`config.mk`:
```
export PLATFORM = sky130hd
export DESIGN_NAME = sc_shift_arbiter
export DESIGN_NICKNAME = d
export VERILOG_FILES = /design/src/rtl/sc_shift_arbiter.sv
export SDC_FILE = /design/constraint.sdc
export NUM_CORES = 1
export LEC_CHECK = 0
export BUFFER_PORTS_ARGS = -buffer_cell sky130_fd_sc_hd__buf_2
export CAP_MARGIN = 25
export CORE_MARGIN = 10
export CORE_UTILIZATION = 27
export CTS_BUF_LIST = sky130_fd_sc_hd__clkbuf_16
export DETAILED_ROUTE_END_ITERATION = 10
export MAX_ROUTING_LAYER = met4
export PLACE_DENSITY = 0.57
export SETUP_SLACK_MARGIN = 0.02
export SLEW_MARGIN = 40
export SYNTH_ARGS = -nofsm -noshare
export SYNTH_HDL_FRONTEND = slang
export SYNTH_SLANG_ARGS = --single-unit
```
`constraint.sdc`:
```
create_clock -name SC_STATEMACHINE_JUG1_CLOCK_50 -period 1.5 [get_ports SC_STATEMACHINE_JUG1_CLOCK_50]
set_input_delay 0.15 -clock SC_STATEMACHINE_JUG1_CLOCK_50 [delete_from_list [all_inputs] [get_ports SC_STATEMACHINE_JUG1_CLOCK_50]]
set_output_delay 0.15 -clock SC_STATEMACHINE_JUG1_CLOCK_50 [all_outputs]
set_load 0.02 [all_outputs]
```
`src/rtl/sc_shift_arbiter.sv`:
```
// sc_shift_arbiter: shares the single player shift-register datapath between the
// JUG1 and JUG2 controllers. Each requester owns a one-entry pending slot; one
// command is granted at a time, followed by a hold-off of HOLDOFF_CYCLES cycles.
// Optional feature: define SC_SHIFT_ARBITER_ROUNDROBIN_EN for round-robin tie
// breaking. Without it, requester 0 always wins ties (fixed priority).
module sc_shift_arbiter #(
    parameter int unsigned HOLDOFF_CYCLES = 4
) (
    input  logic       SC_STATEMACHINE_JUG1_CLOCK_50,
    input  logic       SC_STATEMACHINE_JUG1_RESET_InHigh,
    input  logic [1:0] SC_SHIFT_ARBITER_req0_shiftselection_In,
    input  logic       SC_SHIFT_ARBITER_req0_clear_InLow,
    input  logic [1:0] SC_SHIFT_ARBITER_req1_shiftselection_In,
    input  logic       SC_SHIFT_ARBITER_req1_clear_InLow,
    output logic [1:0] SC_SHIFT_ARBITER_shiftselection_Out,
    output logic       SC_SHIFT_ARBITER_clear_OutLow,
    output logic       SC_SHIFT_ARBITER_grant0_Out,
    output logic       SC_SHIFT_ARBITER_grant1_Out,
    output logic       SC_SHIFT_ARBITER_busy_Out,
    output logic       SC_SHIFT_ARBITER_overflow_Out
);

    localparam int unsigned SEL_W  = 2;
    localparam int unsigned CNT_W  = 8;
    localparam int unsigned NUM_RQ = 2;

    localparam logic [SEL_W-1:0] SEL_LEFT  = 2'b01;
    localparam logic [SEL_W-1:0] SEL_RIGHT = 2'b10;
    localparam logic [SEL_W-1:0] SEL_HOLD  = 2'b11;

    typedef enum logic [1:0] {
        ST_IDLE   = 2'd0,
        ST_GRANT0 = 2'd1,
        ST_GRANT1 = 2'd2,
        ST_HOLD   = 2'd3
    } state_t;

    typedef enum logic [1:0] {
        CMD_LEFT  = 2'd0,
        CMD_RIGHT = 2'd1,
        CMD_CLEAR = 2'd2
    } cmd_t;

    logic clk;
    logic rst;

    assign clk = SC_STATEMACHINE_JUG1_CLOCK_50;
    assign rst = SC_STATEMACHINE_JUG1_RESET_InHigh;

    // Per-requester raw inputs gathered into arrays for the generate loop
    logic [SEL_W-1:0] sel_in   [NUM_RQ];
    logic             clr_n_in [NUM_RQ];

    assign sel_in[0]   = SC_SHIFT_ARBITER_req0_shiftselection_In;
    assign sel_in[1]   = SC_SHIFT_ARBITER_req1_shiftselection_In;
    assign clr_n_in[0] = SC_SHIFT_ARBITER_req0_clear_InLow;
    assign clr_n_in[1] = SC_SHIFT_ARBITER_req1_clear_InLow;

    // FSM and output register state
    state_t           state_q,  state_d;
    logic [CNT_W-1:0] cnt_q,    cnt_d;
    logic [SEL_W-1:0] sel_q,    sel_d;
    logic             clr_n_q,  clr_n_d;
    logic [1:0]       grant_q,  grant_d;
    logic             busy_q,   busy_d;
    logic             ovf_q,    ovf_d;

    // Pending slots and their interaction with the FSM
    logic [NUM_RQ-1:0] pend_vld_q;
    logic [NUM_RQ-1:0] pend_vld_d;
    cmd_t              pend_cmd_q [NUM_RQ];
    cmd_t              pend_cmd_d [NUM_RQ];
    logic [NUM_RQ-1:0] req_vld_c;
    cmd_t              req_cmd_c  [NUM_RQ];
    logic [NUM_RQ-1:0] take_c;
    logic [NUM_RQ-1:0] drop_c;
    logic              pick0_c;

    // Command to datapath shift selection; CLEAR holds the shift lines
    function automatic logic [SEL_W-1:0] cmd_to_sel(input cmd_t cmd);
        logic [SEL_W-1:0] sel;
        sel = SEL_HOLD;
        if (cmd == CMD_LEFT) begin
            sel = SEL_LEFT;
        end else if (cmd == CMD_RIGHT) begin
            sel = SEL_RIGHT;
        end
        return sel;
    endfunction

    for (genvar g = 0; g < NUM_RQ; g++) begin : g_req

        // Request decode: clear wins over a simultaneous shift
        always_comb begin
            req_vld_c[g] = 1'b0;
            req_cmd_c[g] = CMD_LEFT;
            if (!clr_n_in[g]) begin
                req_vld_c[g] = 1'b1;
                req_cmd_c[g] = CMD_CLEAR;
            end else if (sel_in[g] == SEL_LEFT) begin
                req_vld_c[g] = 1'b1;
                req_cmd_c[g] = CMD_LEFT;
            end else if (sel_in[g] == SEL_RIGHT) begin
                req_vld_c[g] = 1'b1;
                req_cmd_c[g] = CMD_RIGHT;
            end
        end

        // Slot update: granting frees the slot on the same edge a new request may refill it
        always_comb begin
            pend_vld_d[g] = pend_vld_q[g] & ~take_c[g];
            pend_cmd_d[g] = pend_cmd_q[g];
            drop_c[g]     = 1'b0;
            if (req_vld_c[g]) begin
                if (pend_vld_q[g] && !take_c[g]) begin
                    drop_c[g] = 1'b1;
                end else begin
                    pend_vld_d[g] = 1'b1;
                    pend_cmd_d[g] = req_cmd_c[g];
                end
            end
        end

        // Slot registers
        always_ff @(posedge clk or posedge rst) begin
            if (rst) begin
                pend_vld_q[g] <= 1'b0;
                pend_cmd_q[g] <= CMD_LEFT;
            end else begin
                pend_vld_q[g] <= pend_vld_d[g];
                pend_cmd_q[g] <= pend_cmd_d[g];
            end
        end

    end : g_req

`ifdef SC_SHIFT_ARBITER_ROUNDROBIN_EN
    // last_q = 1 means requester 1 was served last, so requester 0 wins the next tie
    logic last_q, last_d;

    // Tie break toward the requester not served last
    always_comb begin
        pick0_c = pend_vld_q[0] & (~pend_vld_q[1] | last_q);
    end

    // Last-served pointer follows every grant
    always_comb begin
        last_d = last_q;
        if (take_c[0]) begin
            last_d = 1'b0;
        end else if (take_c[1]) begin
            last_d = 1'b1;
        end
    end

    // Last-served pointer register
    always_ff @(posedge clk or posedge rst) begin
        if (rst) begin
            last_q <= 1'b1;
        end else begin
            last_q <= last_d;
        end
    end
`else
    // Fixed priority: requester 0 wins whenever it has a pending command
    always_comb begin
        pick0_c = pend_vld_q[0];
    end
`endif

    // Next-state and registered-output decode
    always_comb begin
        state_d = state_q;
        cnt_d   = cnt_q;
        take_c  = '0;
        sel_d   = SEL_HOLD;
        clr_n_d = 1'b1;
        grant_d = 2'b00;
        case (state_q)
            ST_IDLE: begin
                if (pick0_c) begin
                    state_d = ST_GRANT0;
                    take_c  = 2'b01;
                    grant_d = 2'b01;
                    sel_d   = cmd_to_sel(pend_cmd_q[0]);
                    clr_n_d = (pend_cmd_q[0] != CMD_CLEAR);
                end else if (pend_vld_q[1]) begin
                    state_d = ST_GRANT1;
                    take_c  = 2'b10;
                    grant_d = 2'b10;
                    sel_d   = cmd_to_sel(pend_cmd_q[1]);
                    clr_n_d = (pend_cmd_q[1] != CMD_CLEAR);
                end
            end
            ST_GRANT0, ST_GRANT1: begin
                if (HOLDOFF_CYCLES == 0) begin
                    state_d = ST_IDLE;
                end else begin
                    state_d = ST_HOLD;
                    cnt_d   = CNT_W'(HOLDOFF_CYCLES - 1);
                end
            end
            ST_HOLD: begin
                if (cnt_q == '0) begin
                    state_d = ST_IDLE;
                end else begin
                    cnt_d = cnt_q - CNT_W'(1);
                end
            end
            default: begin
                state_d = ST_IDLE;
            end
        endcase
        busy_d = (state_d != ST_IDLE);
        ovf_d  = |drop_c;
    end

    // State, hold-off counter and output registers
    always_ff @(posedge clk or posedge rst) begin
        if (rst) begin
            state_q <= ST_IDLE;
            cnt_q   <= '0;
            sel_q   <= SEL_HOLD;
            clr_n_q <= 1'b1;
            grant_q <= 2'b00;
            busy_q  <= 1'b0;
            ovf_q   <= 1'b0;
        end else begin
            state_q <= state_d;
            cnt_q   <= cnt_d;
            sel_q   <= sel_d;
            clr_n_q <= clr_n_d;
            grant_q <= grant_d;
            busy_q  <= busy_d;
            ovf_q   <= ovf_d;
        end
    end

    assign SC_SHIFT_ARBITER_shiftselection_Out = sel_q;
    assign SC_SHIFT_ARBITER_clear_OutLow       = clr_n_q;
    assign SC_SHIFT_ARBITER_grant0_Out         = grant_q[0];
    assign SC_SHIFT_ARBITER_grant1_Out         = grant_q[1];
    assign SC_SHIFT_ARBITER_busy_Out           = busy_q;
    assign SC_SHIFT_ARBITER_overflow_Out       = ovf_q;

endmodule : sc_shift_arbiter

```
==> flow_metrics.py, run 1 <==
metrics = {
    "die": {
        "fp.dieH_um": 85.1,
        "dieArea_um2": 7240,
        "die_w_um": 85.1,
        "initial_core_util_pct": 28.2,
        "io_pins": 15,
        "rows": 23,
        "core_um2": 4060,
    },
    "critical_path": {
        "critPathKind": "reg -> reg",
        "cp-end-kind": "register",
        "crit_path_max_fanout": 4,
        "critPathRequiredTime_ns": 1.64,
        "critPathMaxStageDelay_ns": 0.39,
        "arrival_ns": 1.76,
        "start_kind": "register",
        "slowest_stage": "dfrtp_1",
        "path_cells": "inv_2 -> ha_4 -> nor4b_4 -> a21boi_4 -> a221o_1 -> o21bai_1",
    },
    "clock_tree": {
        "clockRootBuffer": "clkbuf_16",
        "h-tree-depth": 1,
        "cts_tree": "done",
        "path_clk_slew_ns": 0.06,
        "clock-sinks": 23,
        "cts_made_buffers": 3,
        "clock_path_buffers": 2,
        "insertion_delay_ns": 0.26,
    },
    "status": {
        "failed_checks": "setup timing",
        "outcome": "finished, violations left",
    },
    "min_path": {
        "worst_hold_path_type": "in -> reg",
    },
    "place": {
        "dp_slack_ns": -0.147,
        "dp_cells": 192,
        "place.gp.congestion": 0.821,
        "dpl_cell_area_um2": 1380,
        "port-buffer-count": 14,
        "place_hpwl_mm": 1.98,
    },
    "detailed_routing": {
        "drc": 0,
        "wl_per_cell_um": 13.1,
        "top_layer_used": "met4",
        "wl_met3_um": 62,
        "antenna_left": 0,
        "wl_met2_mm": 1.36,
        "viasPerCell": 4.68,
        "dr.pass1.iters": 4,
        "drtIter0Drc": 30,
        "wl_met1_mm": 1.17,
        "num_vias": 941,
        "routed_wl_mm": 2.64,
    },
    "global_route": {
        "grt_pass1_vias": 990,
        "grt_usage_pct": 7.72,
        "overflow": 0,
        "grt_pass1_wl_mm": 4.49,
        "antenna_found_initial": 0,
        "grt_max_degree": 24,
    },
    "sta": {
        "finalSetupTns_ns": -0.363,
        "layout_min_cycle_time_ns": 1.62,
        "slew_headroom_pct": 77.4,
        "period_share_pct": 108,
        "setup_viol": 7,
        "max_freq_mhz": 618,
        "fin_ws_ns": -0.119,
        "slew_violations": 0,
        "rsz0062_at_grt": "yes",
        "worst_pin_slew_ns": 0.338,
        "skew_ns": 0.00149,
        "finalHoldViolCount": 0,
    },
    "synthesis": {
        "ys.flop_type": "dfrtp_1",
        "synth-edff-count": 0,
        "synth_top_cell_area_share_pct": 43.8,
        "syn_area_um2": 1140,
        "synth_common_cells": "dfrtp_1 (20), nand2_1 (14), nor2_1 (14), inv_1 (11)",
        "ys_ff_latch": 23,
        "yosys_warnings": 0,
        "yosysTopAreaCell": "dfrtp_1",
        "async_flop_share_pct": 100,
        "ys_seq_area_share_pct": 50.7,
        "synth_cell_types": 27,
        "ys_top_cells_by_area": "dfrtp_1 (44%), dfstp_2 (6.9%), ha_1 (6.6%)",
        "yosysMostFrequentCell": "dfrtp_1",
        "syn_inst": 113,
        "syn_avg_cell_area_um2": 10.1,
        "synth_nets": 127,
    },
    "pwr": {
        "ir_worst_vdd_mv": 1.18,
        "power.leakage_uw": 0.000764,
        "total_power_uw": 3310,
        "power_density_nw_per_um2": 2110,
    },
    "flow_run": {
        "max_cap_viol_count": 0,
    },
    "cells_and_area": {
        "instances_no_fill": 201,
        "fillers": 404,
        "areaGrowthSynthToFinish_pct": 37.2,
        "antennaDiodeCount": 0,
        "design_area_um2": 1570,
        "drive_gt1_share_pct": 36.4,
        "fin_nets": 166,
    },
}
[report_power, final]
| group | switching (uW) | leakage, uW | internal, uW |
|---|---|---|---|
| clock | 223 | 0.0000409 | 359 |
| sequential | 183 | 0.000272 | 857 |
| combinational | 859 | 0.000451 | 831 |
| total | 1260 | 0.000764 | 2050 |
[metrics by stage]
step	utilization, %	hold WS (ns)
5_1_grt	38.7	0.126
3_5_place_dp	34.1	0.227
4_1_cts	37.2	0.117
6_report	38.7	0.119
2_1_floorplan	-	0.150
3_3_place_gp	34.1	0.201
[worst max-delay path: cells and delay by family (launching register included)]
kind	cells	cell delay [ns]
AOI/OAI and AO/OA	3	0.63
buffers and inverters	1	0.08
adders and majority gates	1	0.12
and+or+nand+nor	1	0.28
DFF	1	0.39
[cell type report]
class                           instances  area (um2)  share of cell area (%)
Sequential cell                        23         579                    36.9
Multi-Input combinational cell         78         576                    36.7
Timing Repair Buffer                   35         230                    14.7
Clock buffer                            3        75.1                    4.78
Tap cell                               50        62.6                    3.99
Inverter                               11        41.3                    2.63
Clock inverter                          1        5.00                   0.319
[layout by cell type, fill, tap and decap left out, drive strengths merged]
master       synthesis  final
clkinv               0      1
a22oi                2      2
a21oi                3      3
nor2b                3      3
a221o                1      1
buf                  0     34
a211oi               2      2
mux2i                6      6
dfstp                3      3
nand4b               1      1
nor2                14     14
a21boi               1      1
nand3                5      5
nand4                1      1
nor4b                1      1
nand2b               2      2
dfrtp               20     20
a22o                 1      1
o21bai               1      1
ha                   6      6
o21ai                5      5
dlygate4sd3          0      1
nand3b               1      1
or2b                 1      1
clkbuf               1      3
a32o                 2      2
inv                 11     11
nand2               14     14
nor3                 5      5
[sequential cells by signal, indices dropped and copies added (netlist names)]
signal and cells:
state_q 2, SC_SHIFT_ARBITER_clear_OutLow 1, pick0_c 1, grant_q 2
SC_SHIFT_ARBITER_overflow_Out 1, pend_cmd_q 4, SC_SHIFT_ARBITER_busy_Out 1, pend_vld_q 1
SC_SHIFT_ARBITER_shiftselection_Out 2, cnt_q 8
[path summary, 6_finish.rpt]
kind / startpoint / endpoint / slack [ns] / cells past startpoint
worst max-delay path: cnt_q[0] / SC_SHIFT_ARBITER_busy_Out / -0.12 / 6
worst min-delay path: SC_SHIFT_ARBITER_req0_clear_InLow / pick0_c / 0.12 / 2
worst max register to register: cnt_q[0] / SC_SHIFT_ARBITER_busy_Out / -0.12 / 6
worst min register to register: pend_cmd_q[0] / SC_SHIFT_ARBITER_shiftselection_Out[0] / 0.49 / 1
max in group asynchronous: SC_STATEMACHINE_JUG1_RESET_InHigh / SC_SHIFT_ARBITER_shiftselection_Out[0] / 0.72 / 4
min in group asynchronous: SC_STATEMACHINE_JUG1_RESET_InHigh / grant_q[1] / 0.48 / 4
[routing by layer]
metal	global-route usage [%]	vias up
li1	-	460
met1	8.36	460
met2	13.1	15
met3	1.82	6
met4	3.44	0
met5	-	-
[timing repair]
action / 4_1_cts / 5_1_grt
gates cloned: 0 / 0
resized for setup: 5 / 10
pin swaps: 1 / 3
hold endpoints to repair: 20 / 0
setup endpoints to repair: 9 / 18
hold buffers: 1 / 0
setup buffers: 2 / 2
[cells by family after synthesis]
| logic type | share of synthesized area (%) |
|---|---|
| adder cells (fa/ha/maj) | 6.56 |
| AO/OA/AOI/OAI | 11.6 |
| AND/OR/NAND/NOR | 21.1 |
| flip-flops | 50.7 |
| buffers and inverters | 4.81 |
| multiplexers | 5.25 |
No activity file was read; power rests on OpenSTA's default activity.
==> run 2: changes to the inputs <==
Settings changed: ABC_AREA set to 1.
==> run 2 against run 1 <==
Against the previous run:
- the flow now finishes without violations
- largest power group unchanged
- design area decreased by 8.3%
- global-route usage decreased by 0.89 points
- clock power about the same
- cell count increased by 5.5%
==> flow_metrics.py, run 2 <==
metrics = {
    "flow_run": {
        "max_cap_viol_count": 0,
    },
    "cells_and_area": {
        "drive_gt1_share_pct": 24.7,
        "instances_no_fill": 212,
        "final_core_util_pct": 35.0,
        "final_cell_mix": "nand2_1 (26), inv_1 (23), dfrtp_1 (20), buf_2 (14), nor2_1 (12)",
        "areaGrowthSynthToFinish_pct": 21.8,
        "largest_register": "cnt_q",
        "final_common_cell": "nand2_1",
        "antennaDiodeCount": 0,
        "fillers": 433,
        "fin_nets": 177,
        "reg.largest.list": "cnt_q x8, pend_cmd_q x4",
        "largest_reg_flops": 8,
        "design_area_um2": 1440,
    },
    "critical_path": {
        "cp-end-kind": "register",
        "path_cells": "inv_2 -> ha_4 -> inv_1 -> nor2_2 -> inv_1 -> a21oi_1 -> inv_1 -> nand2_1 -> nand3_1",
        "cp_num_buf_inv": 4,
        "critPathTopFamily": "flip-flops",
        "arrival_ns": 1.52,
        "critPathRequiredTime_ns": 1.64,
        "r2r_start": "state_q[0]",
        "crit_path_max_fanout": 4,
        "slowest_stage": "dfrtp_1",
        "critPathMaxStageDelay_ns": 0.43,
        "start_kind": "register",
        "critPathLaunch": "state_q[0]",
        "cp_common_cell": "inv_1",
        "critPathKind": "reg -> reg",
    },
    "place": {
        "dp_cells": 206,
        "place_hpwl_mm": 1.74,
        "port-buffer-count": 14,
        "place.gp.congestion": 0.792,
        "dpl_cell_area_um2": 1320,
    },
    "die": {
        "dieArea_um2": 7420,
        "core_um2": 4120,
        "io_pins": 15,
        "rows": 23,
        "initial_core_util_pct": 28.7,
        "fp.dieH_um": 86.1,
        "die_w_um": 86.1,
    },
    "synthesis": {
        "synth_cell_types": 20,
        "synth-edff-count": 0,
        "ys.flop_type": "dfrtp_1",
        "syn_inst": 141,
        "ys_seq_area_share_pct": 49.0,
        "ys_top_cells_by_area": "dfrtp_1 (42%), nand2_1 (8.9%), inv_1 (7.9%)",
        "syn_avg_cell_area_um2": 8.38,
        "async_flop_share_pct": 100,
        "yosys_warnings": 0,
        "syn_area_um2": 1180,
        "yosysTopAreaCell": "dfrtp_1",
        "synth_common_cells": "nand2_1 (28), inv_1 (25), dfrtp_1 (20), nor2_1 (12), nand3_1 (10)",
        "yosysMostFrequentCell": "nand2_1",
        "synth_top_cell_area_share_pct": 42.4,
        "ys_ff_latch": 23,
        "synth_nets": 155,
    },
    "clock_tree": {
        "cts_made_buffers": 3,
        "clock_path_buffers": 2,
        "cts_tree": "done",
        "clockRootBuffer": "clkbuf_16",
        "path_clk_slew_ns": 0.06,
        "clock-sinks": 23,
        "insertion_delay_ns": 0.26,
        "h-tree-depth": 1,
    },
    "global_route": {
        "grt_max_degree": 24,
        "grt_pass1_wl_mm": 3.87,
        "grt_pass1_vias": 883,
        "grt_usage_pct": 6.83,
        "antenna_found_initial": 0,
        "overflow": 0,
    },
    "sta": {
        "period_share_pct": 92.3,
        "max_freq_mhz": 722,
        "finalHoldViolCount": 0,
        "layout_min_cycle_time_ns": 1.38,
        "slew_headroom_pct": 80.5,
        "worst_pin_slew_ns": 0.290,
        "skew_ns": 0.00326,
        "finalSetupTns_ns": 0,
        "rsz0062_at_grt": "no",
        "slew_violations": 0,
        "setup_viol": 0,
    },
    "detailed_routing": {
        "dr.pass1.iters": 4,
        "num_vias": 901,
        "viasPerCell": 4.25,
        "drtIter0Drc": 30,
        "routed_wl_mm": 2.24,
        "drc": 0,
        "wl_per_cell_um": 10.6,
        "antenna_left": 0,
    },
    "pwr": {
        "ir_worst_vdd_mv": 0.571,
        "power.leakage_uw": 0.000747,
        "power_density_nw_per_um2": 2100,
    },
    "min_path": {
        "worst_hold_path_type": "in -> reg",
        "min_from": "SC_SHIFT_ARBITER_req1_clear_InLow",
    },
    "status": {
        "outcome": "completed",
    },
}
run 2: layer usage:
metal	GRT usage (%)	part of all wire, %	vias to the layer above	routed length (um)
met4	3.14	2.0	0	45
met3	2.74	5.2	4	117
met1	7.08	46	405	1020
li1	-	-	478	-
met2	11.1	47	14	1060
met5	-	0	-	0
run 2: cells by family (layout without fill, tap and decap cells):
| family | Yosys count | count (layout) | share of synthesized area (%) |
|---|---|---|---|
| AOI/OAI and AO/OA | 17 | 17 | 7.84 |
| xor gates and xnor gates | 4 | 4 | 2.97 |
| adders and majority gates | 6 | 6 | 6.36 |
| buffers and inverters | 29 | 50 | 9.22 |
| DFF | 23 | 23 | 49.0 |
| and+or+nand+nor | 62 | 62 | 24.6 |
run 2: what timing repair did:
action                                 in CTS  in global routing
resized for setup                           0                  6
setup buffers                               0                  1
endpoints found under the hold margin      20                  0
hold buffers                                1                  0
setup endpoints to repair                   0                  3
run 2: report_power, final:
group | switching [uW] | internal, uW
Clock | 223 | 361
Sequential | 172 | 856
Combinational | 888 | 517
run 2: layout make-up:
| cell class | instances | area, um2 | share of cell area (%) |
|---|---|---|---|
| Sequential cell | 23 | 579 | 40.3 |
| Clock inverter | 1 | 7.51 | 0.522 |
| Multi-Input combinational cell | 89 | 510 | 35.5 |
| Inverter | 29 | 109 | 7.57 |
| Clock buffer | 3 | 75.1 | 5.22 |
| Tap cell | 50 | 62.6 | 4.35 |
| Timing Repair Buffer | 17 | 95.1 | 6.61 |
run 2: final timing paths:
check,endpoint,slack [ns],cells past startpoint
setup / recovery,SC_SHIFT_ARBITER_busy_Out,0.12,9
hold / removal,pend_cmd_q[1],0.09,2
setup reg to reg,SC_SHIFT_ARBITER_busy_Out,0.12,9
hold reg to reg,SC_SHIFT_ARBITER_shiftselection_Out[0],0.49,1
max in group asynchronous,SC_SHIFT_ARBITER_shiftselection_Out[1],0.76,4
min in group asynchronous,SC_SHIFT_ARBITER_busy_Out,0.47,4
run 2: per-stage QoR:
stage	power, uW	worst slack (ns)	hold slack [ns]
final	3020	0.115	0.0891
after detailed placement	2390	0.0930	0.206
after global placement	2380	0.101	0.205
after CTS	3010	0.0748	0.0815
after global routing	3300	0.0282	0.0910
after floorplan	2090	0.253	0.150
